## config.mk

```make
export PLATFORM = sky130hd
export DESIGN_NAME = timing_violation_monitor
export DESIGN_NICKNAME = d
export VERILOG_FILES = /design/src/rtl/timing_violation_monitor.sv
export SDC_FILE = /design/constraint.sdc
export NUM_CORES = 1
export LEC_CHECK = 0
export CORE_MARGIN = 2
export CORE_UTILIZATION = 55
export DETAILED_ROUTE_END_ITERATION = 6
export GPL_TIMING_DRIVEN = 0
export PLACE_DENSITY = 0.77
export SKIP_LAST_GASP = 1
export SYNTH_ARGS = -nofsm -noshare
export SYNTH_HDL_FRONTEND = slang
export SYNTH_SLANG_ARGS = --single-unit
```

## constraint.sdc

```tcl
create_clock -name clk -period 2.6 [get_ports clk]
set_clock_uncertainty 0.2 [all_clocks]
set_input_delay 0.78 -clock clk [delete_from_list [all_inputs] [get_ports clk]]
set_output_delay 0.78 -clock clk [all_outputs]
set_load 0.01 [all_outputs]
```

## src/rtl/timing_violation_monitor.sv

```systemverilog
// rtl/timing_violation_monitor.sv - notifier toggle detector with saturating counts and timestamped event FIFO
module timing_violation_monitor #(
  parameter int TS_W  = 16,
  parameter int CNT_W = 8,
  parameter int DEPTH = 4
) (
  input  logic                     clk,
  input  logic                     rst,
  input  logic                     setup_flag,
  input  logic                     hold_flag,
  input  logic                     clr,
  output logic                     rd_valid,
  input  logic                     rd_ready,
  output logic [1:0]               rd_type,
  output logic [TS_W-1:0]          rd_ts,
  output logic [CNT_W-1:0]         setup_cnt,
  output logic [CNT_W-1:0]         hold_cnt,
  output logic                     overflow,
  output logic [$clog2(DEPTH):0]   fifo_count,
  output logic                     no_violation
);

  localparam int AW = $clog2(DEPTH);
  localparam int CW = AW + 1;
  localparam logic [CNT_W-1:0] CNT_MAX = '1;
  localparam logic [CW-1:0] FULL_CNT = CW'(DEPTH);

  // Pipelines hold {s3, s2, s1}; s1 is the raw sample of the notifier level.
  logic [2:0]       setup_pipe_q, setup_pipe_d;
  logic [2:0]       hold_pipe_q, hold_pipe_d;
  logic [TS_W-1:0]  ts_q, ts_d;
  logic [CNT_W-1:0] setup_cnt_q, setup_cnt_d;
  logic [CNT_W-1:0] hold_cnt_q, hold_cnt_d;
  logic             ovf_q, ovf_d;
  logic [CW-1:0]    count_q, count_d;
  logic [AW-1:0]    wr_ptr_q, wr_ptr_d;
  logic [AW-1:0]    rd_ptr_q, rd_ptr_d;
  logic [TS_W+1:0]  mem_q [DEPTH];
  logic [TS_W+1:0]  mem_d [DEPTH];

  logic setup_ev, hold_ev, ev, pop, push, drop, full;

  always_comb begin
    setup_ev = setup_pipe_q[1] ^ setup_pipe_q[2];
    hold_ev  = hold_pipe_q[1] ^ hold_pipe_q[2];
    ev       = setup_ev | hold_ev;
    full     = (count_q == FULL_CNT);
    pop      = (count_q != '0) && rd_ready;
    // A pop frees the head slot, so a full FIFO can still accept this edge's event.
    push     = ev && (!full || pop);
    drop     = ev && full && !pop;

    setup_pipe_d = {setup_pipe_q[1:0], setup_flag};
    hold_pipe_d  = {hold_pipe_q[1:0], hold_flag};
    ts_d         = ts_q + TS_W'(1);

    setup_cnt_d = setup_cnt_q;
    hold_cnt_d  = hold_cnt_q;
    ovf_d       = ovf_q | drop;
    if (setup_ev && setup_cnt_q != CNT_MAX) setup_cnt_d = setup_cnt_q + CNT_W'(1);
    if (hold_ev && hold_cnt_q != CNT_MAX)   hold_cnt_d  = hold_cnt_q + CNT_W'(1);
    if (clr) begin
      setup_cnt_d = '0;
      hold_cnt_d  = '0;
      ovf_d       = 1'b0;
    end

    count_d = count_q;
    if (push && !pop)      count_d = count_q + CW'(1);
    else if (pop && !push) count_d = count_q - CW'(1);

    wr_ptr_d = push ? wr_ptr_q + AW'(1) : wr_ptr_q;
    rd_ptr_d = pop  ? rd_ptr_q + AW'(1) : rd_ptr_q;

    mem_d = mem_q;
    if (push) mem_d[wr_ptr_q] = {hold_ev, setup_ev, ts_q};
  end

  always_ff @(posedge clk) begin
    if (rst) begin
      // Preload with the current level so a notifier already high does not look like a toggle.
      setup_pipe_q <= {3{setup_flag}};
      hold_pipe_q  <= {3{hold_flag}};
      ts_q         <= '0;
      setup_cnt_q  <= '0;
      hold_cnt_q   <= '0;
      ovf_q        <= 1'b0;
      count_q      <= '0;
      wr_ptr_q     <= '0;
      rd_ptr_q     <= '0;
    end else begin
      setup_pipe_q <= setup_pipe_d;
      hold_pipe_q  <= hold_pipe_d;
      ts_q         <= ts_d;
      setup_cnt_q  <= setup_cnt_d;
      hold_cnt_q   <= hold_cnt_d;
      ovf_q        <= ovf_d;
      count_q      <= count_d;
      wr_ptr_q     <= wr_ptr_d;
      rd_ptr_q     <= rd_ptr_d;
    end
    mem_q <= mem_d;
  end

  assign rd_valid     = (count_q != '0);
  assign rd_type      = mem_q[rd_ptr_q][TS_W+1:TS_W];
  assign rd_ts        = mem_q[rd_ptr_q][TS_W-1:0];
  assign setup_cnt    = setup_cnt_q;
  assign hold_cnt     = hold_cnt_q;
  assign overflow     = ovf_q;
  assign fifo_count   = count_q;
  assign no_violation = (setup_cnt_q == '0) && (hold_cnt_q == '0) && !ovf_q;

endmodule

```

==> results.sh, run 1 <==
export IMPL_diodes=0
export IMPL_clk_pin_slew_ns=0.06
export IMPL_grt_ovfl_total=0
export IMPL_gp_congestion=0.8587
export IMPL_coreArea_mm2=0.008299
export IMPL_io_pins=46
export IMPL_cts_tree="built"
export IMPL_pre_cts_slack_ns=-0.7198
export IMPL_wl_um=9297
export IMPL_ys_warn_count=0
export IMPL_leakage_nw=2.137
export IMPL_synth_area_per_cell_um2=13.92
export IMPL_relSlewSlack_pct=32.25
export IMPL_setup_viol=19
export IMPL_drv_cap=0
export IMPL_pwr_share_clk_pct=33.7
export IMPL_die_w_um=97.04
export IMPL_start_util_pct=57.36
export IMPL_syn2layout_area_growth_pct=26.54
export IMPL_die_area_mm2=0.009416
export IMPL_intPower_mw=4.428
export IMPL_drtPass1Iterations=4
export IMPL_hpwlAfterDp_um=5653
export IMPL_grt_pass1_wl_um=15530
export IMPL_stdcell_count=533
export IMPL_cpLargestDelayFamily="multiplexers"
export IMPL_cts_sinks=118
export IMPL_grt_setup_unrepaired="yes"
export IMPL_first_iter_violations=144
export IMPL_power_density_mw_per_mm2=1010
export IMPL_start_kind="flip-flop"
export IMPL_nets=432
export IMPL_io_buffers=45
export IMPL_critical_path_buf_inv_count=3
export IMPL_critical_path_class="reg -> out"
export IMPL_clk_latency_ns=0.51
export IMPL_combPwrFrac_pct=25.4
export IMPL_fmax_ghz=0.3615
export IMPL_peakVddDrop_v=0.0006335
export IMPL_cp_common_cell="buf_12"
export IMPL_arrival_ns=1.79
export IMPL_worst_pin_slew_ns=1.016
export IMPL_crit_chain="buf_12, buf_12, mux4_2, buf_6"
export IMPL_grt_usage_pct=21.13
export IMPL_synth_seq_area_share_pct=64.76
export IMPL_fin_crit_sh_pct=106.4
export IMPL_clockBufferDepth=2
export IMPL_ys_ff_latch=118
export IMPL_min_path_type="reg -> reg"
export IMPL_syn_cell_area_mm2=0.004761
export IMPL_power_net_switching_mw=1.654
export IMPL_numCtsBuffers=17
export IMPL_root_buffer="clkbuf_8"
export IMPL_antenna_found_initial=0
export IMPL_antenna_left=0
export IMPL_vias_per_cell=5.662
export IMPL_pwr_share_seq_pct=40.9
export IMPL_synth_cells=342
export IMPL_fp_row_count=33
export IMPL_die_h_um=97.04
export IMPL_via_count=3018
export IMPL_grt_start_max_net_pins=19
export IMPL_htree_num_levels=4
export IMPL_outcome="complete, but fails checks"
export IMPL_drive_gt1_share_pct=24.07
export IMPL_end_kind="primary output"
export IMPL_hold_viol=0
export IMPL_fin_crit_ns=2.766
export IMPL_cpPeakStageDelay_ns=0.50
export IMPL_report_final_slew_viol_count=0
export IMPL_dp_cells=492
export IMPL_syn_num_nets=359
export IMPL_crit_fanout=5
export IMPL_grt_pass1_vias=3070
export IMPL_cp_slowest_cell="mux4_2"
export IMPL_switching_share_pct=27.19
export IMPL_cp_required_ns=1.62
export IMPL_wl_per_cell_um=17.44
export IMPL_layout_setup_ws_ns=-0.1665
export IMPL_drc=0
export IMPL_violations="setup timing"
export IMPL_synth_cell_types=45
## tightest hold or removal path: stages, from the launching register on
cell	delay, ns
dfxtp_1	0.29
inv_1	0.04
o21ai_0	0.06
## cells in the final DEF (no fill, tap or decap), drive strengths merged, types with 2 or more instances in the layout
cell | synthesis | final
nor4 | 7 | 7
mux4 | 18 | 18
buf | 6 | 34
and3 | 5 | 5
nor3 | 6 | 6
clkinvlp | 0 | 4
xor2 | 7 | 7
edfxtp | 72 | 72
nand4 | 6 | 6
nand3 | 16 | 16
a311oi | 2 | 2
or2 | 2 | 2
or3 | 4 | 4
ha | 10 | 10
clkbuf | 4 | 22
a211oi | 3 | 3
dfxtp | 46 | 46
clkdlybuf4s50 | 0 | 24
o21ai | 14 | 14
xnor2 | 14 | 14
a21oi | 12 | 12
a31oi | 4 | 4
clkinv | 0 | 9
inv | 18 | 18
mux2i | 2 | 2
nor2 | 30 | 30
nand2 | 18 | 18
and2 | 4 | 4
## cells in the mapped netlist, drive strengths merged
| cell type | number | share of area, % |
|---|---|---|
| clkbuf | 4 | 0.32 |
| nor2 | 30 | 2.4 |
| a41oi | 1 | 0.18 |
| or3 | 4 | 0.53 |
| o21ai | 14 | 1.5 |
| and2 | 4 | 0.53 |
| a21o | 1 | 0.16 |
| ha | 10 | 2.6 |
| xor2 | 7 | 1.3 |
| nand2 | 18 | 1.4 |
| nand2b | 1 | 0.29 |
| nor2b | 1 | 0.13 |
| nor4 | 7 | 1.3 |
| mux2i | 2 | 0.42 |
| o2111ai | 1 | 0.18 |
| inv | 18 | 1.5 |
| a21oi | 12 | 1.3 |
| xnor2 | 14 | 2.7 |
| and4 | 1 | 0.18 |
| a311oi | 2 | 0.37 |
| a221oi | 1 | 0.18 |
| fa | 1 | 0.42 |
| edfxtp | 72 | 45 |
| a41o | 1 | 0.21 |
| or2 | 2 | 0.26 |
| mux4 | 18 | 8.5 |
| a31oi | 4 | 0.53 |
| buf | 6 | 0.63 |
| a211oi | 3 | 0.47 |
| and3 | 5 | 0.79 |
| or4 | 1 | 0.16 |
| nor3b | 1 | 0.16 |
| dfxtp | 46 | 19 |
| nand4 | 6 | 1.1 |
| nor3 | 6 | 0.63 |
| nand3 | 16 | 1.7 |
| nor4b | 1 | 0.18 |
## flip-flops by register name, indices dropped and copies added (netlist names)
register,count
ts_q,16
hold_pipe_q,3
fifo_count,3
rd_ptr_q,2
wr_ptr_q,2
setup_pipe_q,3
mem_q,72
overflow,1
hold_cnt,8
setup_cnt,8
## kinds of logic after synthesis
| family | after synthesis | synth area share, % |
|---|---|---|
| AO/OA/AOI/OAI | 40 | 5.098 |
| XOR/XNOR | 21 | 4.021 |
| adder cells (fa/ha/maj) | 11 | 3.049 |
| buffers and inverters | 28 | 2.418 |
| flip-flops | 118 | 64.76 |
| multiplexers | 20 | 8.936 |
| AND/OR/NAND/NOR | 104 | 11.72 |
## power by group through the flow
stage	sequential, mW	clock (mW)	combinational [mW]
6_report	2.49	2.05	1.55
5_1_grt	2.52	2.15	1.67
4_1_cts	2.49	2.07	1.57
3_5_place_dp	2.51	0	1.42
3_3_place_gp	2.48	0	1.41
2_1_floorplan	2.47	0	0.821
## worst paths after layout
| path | start | end | slack (ns) | depth (start not counted) |
|---|---|---|---|---|
| min | hold_pipe_q[0] | hold_pipe_q[1] | 0.24 | 2 |
| max | rd_ptr_q[0] | rd_ts[11] | -0.17 | 4 |
| min reg2reg | hold_pipe_q[0] | hold_pipe_q[1] | 0.24 | 2 |
| max reg2reg | fifo_count[2] | fifo_count[2] | 0.21 | 8 |
## timing repair
action | CTS | global route
gates cloned | 2 | 0
hold buffers | 0 | 0
resized for setup | 107 | 9
pin swaps | 4 | 0
endpoints found under the setup margin | 94 | 22
buffers inserted | 8 | 0
## stage by stage
stage	setup TNS, ns	total power, mW	area, um2	util, %	hold slack (ns)
floorplan	0	3.292	4761	-	0.2154
global placement	-45.36	3.889	5343	64.38	0.2197
detailed placement	-45.04	3.931	5343	64.38	0.2354
CTS	-2.662	6.129	6018	72.52	0.2419
global route	-3.027	6.347	6025	72.59	0.2593
finish	-2.154	6.082	6025	72.59	0.2358
## routing by layer
layer / global-route usage [%] / up-vias / routed length [um]
li1: - / 1435 / -
met1: 27.41 / 1499 / 3933
met2: 35.20 / 77 / 4825
met3: 4.480 / 7 / 449
met4: 7.909 / 0 / 89
met5: 0 / - / 0
## area by class of cell
class | count | area (um2)
multi-input combinational | 196 | 1589
clock inverter | 14 | 112.6
sequential | 118 | 3098
inverter | 18 | 70.07
clock buffer | 18 | 417.9
buffer | 10 | 82.58
fill | 521 | 2275
timing repair buffer | 54 | 523.0
tap | 105 | 131.4
No activity file was read; power rests on OpenSTA's default activity.
==> run 2, diff against run 1 <==
- SLEW_MARGIN: not set -> 30
==> results.sh, run 2 (synthesis gave the netlist of run 1 again) <==
export IMPL_clk_latency_ns=0.50
export IMPL_coreArea_mm2=0.008299
export IMPL_relSlewSlack_pct=64.31
export IMPL_vias_per_cell=5.677
export IMPL_reg2reg_slack_ns=0.20
export IMPL_via_count=3026
export IMPL_fin_crit_ns=2.763
export IMPL_nets=432
export IMPL_drtPass1Iterations=4
export IMPL_htree_num_levels=4
export IMPL_drv_cap=0
export IMPL_postLayoutCellArea_mm2=0.006030
export IMPL_fmax_ghz=0.3619
export IMPL_fin_crit_sh_pct=106.3
export IMPL_setup_viol=19
export IMPL_grt_pass1_vias=3070
export IMPL_crit_start="rd_ptr_q[0]"
export IMPL_dpl_instance_area_mm2=0.005343
export IMPL_start_util_pct=57.36
export IMPL_drive_gt1_share_pct=25.00
export IMPL_arrival_ns=1.78
export IMPL_fp_row_count=33
export IMPL_reg2reg_to="fifo_count[2]"
export IMPL_power_density_mw_per_mm2=1007
export IMPL_end_kind="primary output"
export IMPL_hold_buffers=0
export IMPL_clk_pin_slew_ns=0.06
export IMPL_io_pins=46
export IMPL_hpwlAfterDp_um=5653
export IMPL_layout_setup_ws_ns=-0.1635
export IMPL_die_w_um=97.04
export IMPL_crit_fanout=5
export IMPL_syn2layout_area_growth_pct=26.65
export IMPL_critical_path_class="reg -> out"
export IMPL_grt_usage_pct=21.13
export IMPL_final_common_cell="edfxtp_1"
export IMPL_start_kind="flip-flop"
export IMPL_grt_pass1_wl_um=15530
export IMPL_top_register="mem_q"
export IMPL_outcome="complete, but fails checks"
export IMPL_final_setup_tns_ns=-2.106
export IMPL_min_path_type="reg -> reg"
export IMPL_stdcell_count=533
export IMPL_layout_common_cells="edfxtp_1 (72), dfxtp_1 (40), nor2_1 (30), clkdlybuf4s50_1 (24)"
export IMPL_peakVddDrop_v=0.0006077
export IMPL_die_area_mm2=0.009416
export IMPL_wl_per_cell_um=17.41
export IMPL_clockBufferDepth=2
export IMPL_grt_ovfl_total=0
export IMPL_gp_congestion=0.8587
export IMPL_reg2reg_depth=8
export IMPL_timing_rr_start="fifo_count[2]"
export IMPL_power_mw=6.074
export IMPL_pre_cts_slack_ns=-0.7198
export IMPL_worst_pin_slew_ns=0.5353
export IMPL_hold_viol=0
export IMPL_report_final_slew_viol_count=0
export IMPL_grt_start_max_net_pins=19
export IMPL_holdWs_ns=0.2365
export IMPL_drc=0
export IMPL_root_buffer="clkbuf_8"
export IMPL_whs_path_depth=2
export IMPL_cts_sinks=118
export IMPL_wl_um=9278
export IMPL_hold_end="hold_pipe_q[1]"
export IMPL_diodes=0
export IMPL_antenna_found_initial=0
export IMPL_cp_required_ns=1.62
export IMPL_dp_cells=492
export IMPL_numCtsBuffers=17
export IMPL_hp_start="hold_pipe_q[0]"
export IMPL_fin_util_pct=72.65
export IMPL_first_iter_violations=134
export IMPL_largest_reg_flops=72
export IMPL_grt_setup_unrepaired="yes"
export IMPL_die_h_um=97.04
export IMPL_cts_tree="built"
export IMPL_top_regs="mem_q (72), ts_q (16)"
export IMPL_leakage_nw=2.140
export IMPL_io_buffers=45
export IMPL_antenna_left=0
export IMPL_violations="setup timing"
## run 2: worst max path at each step
stage | depth (start not counted) | endpoint | slack [ns]
finish | 4 | rd_ts[11] | -0.16
global route | 4 | rd_ts[11] | -0.21
CTS | 4 | rd_ts[11] | -0.17
detailed placement | 9 | fifo_count[2] | -0.72
global placement | 9 | fifo_count[2] | -0.69
floorplan | 8 | fifo_count[2] | 0.07
## run 2: power breakdown
| group | leakage (nW) | internal, mW | total, mW | switching (mW) |
|---|---|---|---|---|
| clock network | 0.249 | 1.25 | 2.04 | 0.791 |
| registers | 1.07 | 2.35 | 2.48 | 0.134 |
| logic | 0.824 | 0.830 | 1.55 | 0.721 |
| total | 2.14 | 4.43 | 6.07 | 1.65 |
## run 2: worst max-delay path, stage by stage (launching register included)
cell	delay, ns
dfxtp_4	0.39
buf_12	0.12
buf_12	0.12
mux4_2	0.50
buf_6	0.14
## run 2: layer usage
layer	up-vias	GRT usage [%]	wire (um)
met1	1504	27.41	3912
met4	0	7.909	76
met2	79	35.20	4837
li1	1435	-	-
met3	8	4.480	451
met5	-	0	0
## run 2: layout make-up
type | count | area [um2]
flip-flops and latches | 118 | 3098
fillers | 520 | 2270
multi-input cells | 196 | 1594
repair buffers | 54 | 523.0
clock buffers | 18 | 417.9
well taps | 105 | 131.4
clock inverters | 14 | 112.6
plain buffers | 10 | 82.58
inverters | 18 | 70.07
## run 2: timing repair
action,4_1_cts,5_1_grt
gates resized for setup,107,9
setup endpoints to repair,94,22
pin swaps,4,0
gates cloned,2,0
buffers inserted,8,0
==> run 3, diff against run 2 <==
- SLEW_MARGIN: 30 -> 20
==> results of run 3 <==
No change in the layout: final DEF, timing and power equal those of run 1.
==> patch 1: new RTL, settings of run 2 <==
Change the parameter `CNT_W` from 8 to 7.
--- a/src/rtl/timing_violation_monitor.sv
+++ b/src/rtl/timing_violation_monitor.sv
@@ -3,3 +3,3 @@
   parameter int TS_W  = 16,
-  parameter int CNT_W = 8,
+  parameter int CNT_W = 7,
   parameter int DEPTH = 4
Interface: changed (resized hold_cnt and setup_cnt); port bits go from 46 to 44. The function was not compared with the original's and may differ.
==> patch 1 against run 2 <==
- the run still ends with negative setup slack left
- routed wire length rose by 0.28%
- hold slack improved by 1.3 ps
- final cell count fell by 3.4%
- final area fell by 0.73%
- global-route usage rose by 0.12 points
- worst setup slack improved by 12 ps
- power fell by 0.41%
- die area fell by 0.65%
- area after synthesis fell by 0.68%
- sequential cell count fell by 2
- first-iteration DRC count rose by 110%
- clock power rose by 3%
==> patch 1: results (changes against run 2) <==
| Metric | Value |
|---|---|
| Distinct cell type count after synthesis | 46 (+2.2%) |
| Comb power | 1500 µW (-3%) |
| Failing checks | negative setup slack |
| CP Max Fanout | 4 (-1) |
| Invs w/o clock | 19 (+1) |
| Non-clock buffer share of cell area | 9.68% (-0.37 points) |
| Non-filler cells, final | 515 (-3.4%) |
| Combinational power share | 24.9% (-0.6 points) |
| Met2 Use GR | 34.3% (-0.85 points) |
| Synth Area in Compound Gates | 6.32% (+1.2 points) |
| Fillers | 518 (-0.38%) |
| Post-cts gate resize count | 110 (+2.8%) |
| Status | finished with violations |
| Die Wd | 96.7 µm (-0.32%) |
| #MultiIn Comb | 181 (-7.7%) |
| Final WS setup | -152 ps (+11.8 ps) |
| Setup violators final | 19 (unchanged) |
| Vias in the first global route | 2924 (-4.8%) |
| Met1 usage in global routing | 27.4% (about the same) |
| FFs & Latches | 116 (-1.7%) |
| GR Util met3 | 6.50% (+2.0 points) |
| Crit path to | rd_ts[5] |
| Bufs w/o clock | 62 (-3.1%) |
| Multi-input gate share of the layout cell area | 26.6% (+0.19 points) |
| First-pass GRT wire length | 15200 µm (-1.9%) |
| Post-CTS Setup Bufs | 9 (+1) |
| Fin nets | 414 (-4.2%) |
| Sw Pwr | 1580 µW (-3.9%) |
-- patch 1: cell types whose count changed after synthesis, sizes merged, moves of 4 or more --
cell    delta
nor2      -13
xnor2     -11
nand3      -8
o21ai      -6
o31ai      +6
a211oi     +5
mux2       +5
mux2i      +5
nor2b      +4
nor3       -4
or4        +4
-- patch 1: worst min path at each step --
| stage | start | end | slack, ps | depth (start not counted) |
|---|---|---|---|---|
| 2_1_floorplan | hold_pipe_q[0] | hold_pipe_q[1] | 220 | 2 |
| 6_report | hold_pipe_q[0] | hold_pipe_q[1] | 240 | 2 |
| 5_1_grt | hold_pipe_q[0] | hold_pipe_q[1] | 260 | 2 |
| 3_3_place_gp | hold_pipe_q[0] | hold_pipe_q[1] | 220 | 2 |
| 3_5_place_dp | hold_pipe_q[0] | hold_pipe_q[1] | 240 | 2 |
| 4_1_cts | hold_pipe_q[0] | hold_pipe_q[1] | 240 | 2 |
==> patch 2: new RTL, flow settings as in run 2 <==
Made on the original files. Register the output `setup_cnt` once more, without a reset; this adds one clock of latency there. The other outputs are not delayed to match.
--- a/src/rtl/timing_violation_monitor.sv
+++ b/src/rtl/timing_violation_monitor.sv
@@ -107,3 +107,5 @@
   assign rd_ts        = mem_q[rd_ptr_q][TS_W-1:0];
-  assign setup_cnt    = setup_cnt_q;
+  always_ff @(posedge clk) begin
+    setup_cnt <= setup_cnt_q;
+  end
   assign hold_cnt     = hold_cnt_q;
Check against the original RTL: not equivalent (Yosys sat finds a counterexample within 4 cycles, from zero or initial values and one cycle with rst high).
==> patch 2 against run 2 <==
- the run still ends with negative setup slack left
- sequential cell count grew 8
- power grew 10%
- via count grew 3.4%
- first-iteration DRC count grew 43%
- non-clock buffer count is the same
- sequential share of layout area is essentially flat
- critical path depth shrank 1
- critical endpoint is now no_violation
- routed wire length grew 7.9%
- area after synthesis grew 3.4%
- final cell count grew 2.1%
- critical path type unchanged
- global-route usage grew 0.38 points
- worst setup slack lost 39 ps
- final area grew 5.3%
==> patch 2: results (changes against run 2) <==
| Metric | Value |
|---|---|
| Commonest non-fill, non-tap cell in the layout | edfxtp_1 |
| First-pass GRT wire length | 16000 µm (+3.0%) |
| Hold crit path type | reg2reg |
| Post-synth top cells | edfxtp_1 (72), dfxtp_1 (54), nor2_1 (30) |
| Net count after synthesis | 367 (+2.2%) |
| Setup violators final | 19 (unchanged) |
| Failing checks | negative setup slack |
| Post-DP HPWL | 5780 µm (+2.2%) |
| Number of iterations in the first detailed-routing pass | 5 (+1) |
| Clk Latency, worst-skew pair | 510 ps |
| Arrival time at the worst endpoint | 1820 ps (+40 ps) |
| Gr usage total | 21.5% (+0.38 points) |
| Routability-driven placement congestion ratio | 0.864 (+0.62%) |
| Antenna violations before repair | 0 (unchanged) |
| Top flop regs | mem_q x72, ts_q x16 |
| Fillers | 583 (+12%) |
| Worst-path clk slew | 60 ps (about the same) |
| Number of synthesized flops with an enable pin | 72 (unchanged) |
| Clock Tree Buf Depth | 2 (unchanged) |
| Synthesis warning total | 0 (unchanged) |
| Largest cells by area after synthesis | edfxtp_1 (44%), dfxtp_1 (22%), mux4_2 (8.2%) |
| Setup TNS | -2780 ps (-675 ps) |
| Final WS setup | -202 ps (-39.0 ps) |
| Distinct cell type count after synthesis | 45 (unchanged) |
| Wire per inst | 18.4 µm (+5.7%) |
| Pre-CTS setup slack | -734 ps (-14.3 ps) |
| CTS HTree Levels | 4 (unchanged) |
| Most used DFF post-synth | edfxtp_1 |
| Slew HR | 65.1% (+0.83 points) |
| Non-filler cells, final | 544 (+2.1%) |
| Dpl cell area | 5510 µm² (+3.1%) |
| Largest net degree at the start of global routing | 19 (unchanged) |
| CP Max Fanout | 4 (-1) |
| Via count | 3130 (+3.4%) |
| Clock Tree Root | clkbuf_8 |
| Placed Cells | 503 (+2.2%) |
| Leak | 0.00228 µW (+6.4%) |
| Worst VDD drop | 712 µV (+17%) |
| I/O Buffers | 45 (unchanged) |
| CTS Buf Count | 17 (unchanged) |
| Proportion of layout cells with a drive suffix above 1 | 25.7% (+0.69 points) |
| Ys async rst share | 0% (unchanged) |
| Fin nets | 440 (+1.9%) |
| DR iter-0 viols | 191 (+43%) |
| Post-synthesis sequential area ratio | 65.9% (+1.1 points) |
| Vias in the first global route | 3153 (+2.7%) |
| Status | finished with violations |
| Cells after synthesis | 350 (+2.3%) |
-- patch 2: per-stage QoR --
step / utilization, % / total power [µW]
detailed placement: 63.5 / 4060
finish: 73.1 / 6690
global route: 73.1 / 6940
global placement: 63.5 / 4010
floorplan: - / 3420
CTS: 72.3 / 6670
-- patch 2: path summary, 6_finish.rpt --
| check | startpoint | depth (start not counted) | slack, ps | to |
|---|---|---|---|---|
| hold / removal | setup_cnt_q[7] | 0 | 150 | setup_cnt[7] |
| setup / recovery | setup_cnt_q[3] | 3 | -200 | no_violation |
| setup reg to reg | hold_pipe_q[1] | 8 | 220 | fifo_count[2] |
| hold reg to reg | setup_cnt_q[7] | 0 | 150 | setup_cnt[7] |
-- patch 2: per-layer routing --
layer | GRT usage (%) | vias up | routed length, µm
li1 | - | 1457 | -
met1 | 27.8 | 1510 | 4070
met2 | 35.3 | 136 | 5100
met3 | 4.33 | 27 | 582
met4 | 10.0 | 0 | 258
met5 | 0 | - | 0
-- patch 2: critical path: stages (launching register included) --
cell	delay, ps
dfxtp_4	350
or4_4	540
nor4_4	250
buf_2	160
-- patch 2: cell type report --
type / count / area (µm²) / area share [%]
clock inverter: 12 / 168 / 2.64
timing repair buffer: 55 / 559 / 8.81
clock buffer: 20 / 445 / 7.02
buffer: 9 / 86.3 / 1.36
inverter: 18 / 70.1 / 1.10
tap: 108 / 135 / 2.13
sequential: 126 / 3260 / 51.4
multi-input combinational: 196 / 1620 / 25.6
-- patch 2: logic make-up after synthesis --
logic type | Yosys count | share of synthesized area, %
adder cells (fa/ha/maj) | 11 | 2.95
XOR/XNOR | 21 | 3.89
multiplexers | 20 | 8.64
flip-flops | 126 | 65.9
AO/OA/AOI/OAI | 40 | 4.93
buffers and inverters | 28 | 2.34
AND/OR/NAND/NOR | 104 | 11.3
-- patch 2: where the power goes --
group          switching (µW)  total (µW)  internal [µW]
clock                     823        2420           1600
sequential                134        2610           2470
combinational             756        1660            905
total                    1710        6690           4980
-- patch 2: what timing repair did --
item / in CTS / in global routing
resized for setup: 114 / 17
pin swaps: 2 / 2
hold buffers: 0 / 0
cloned: 2 / 0
setup buffers: 6 / 3
endpoints found under the setup margin: 94 / 24
endpoints found under the hold margin: 0 / 0
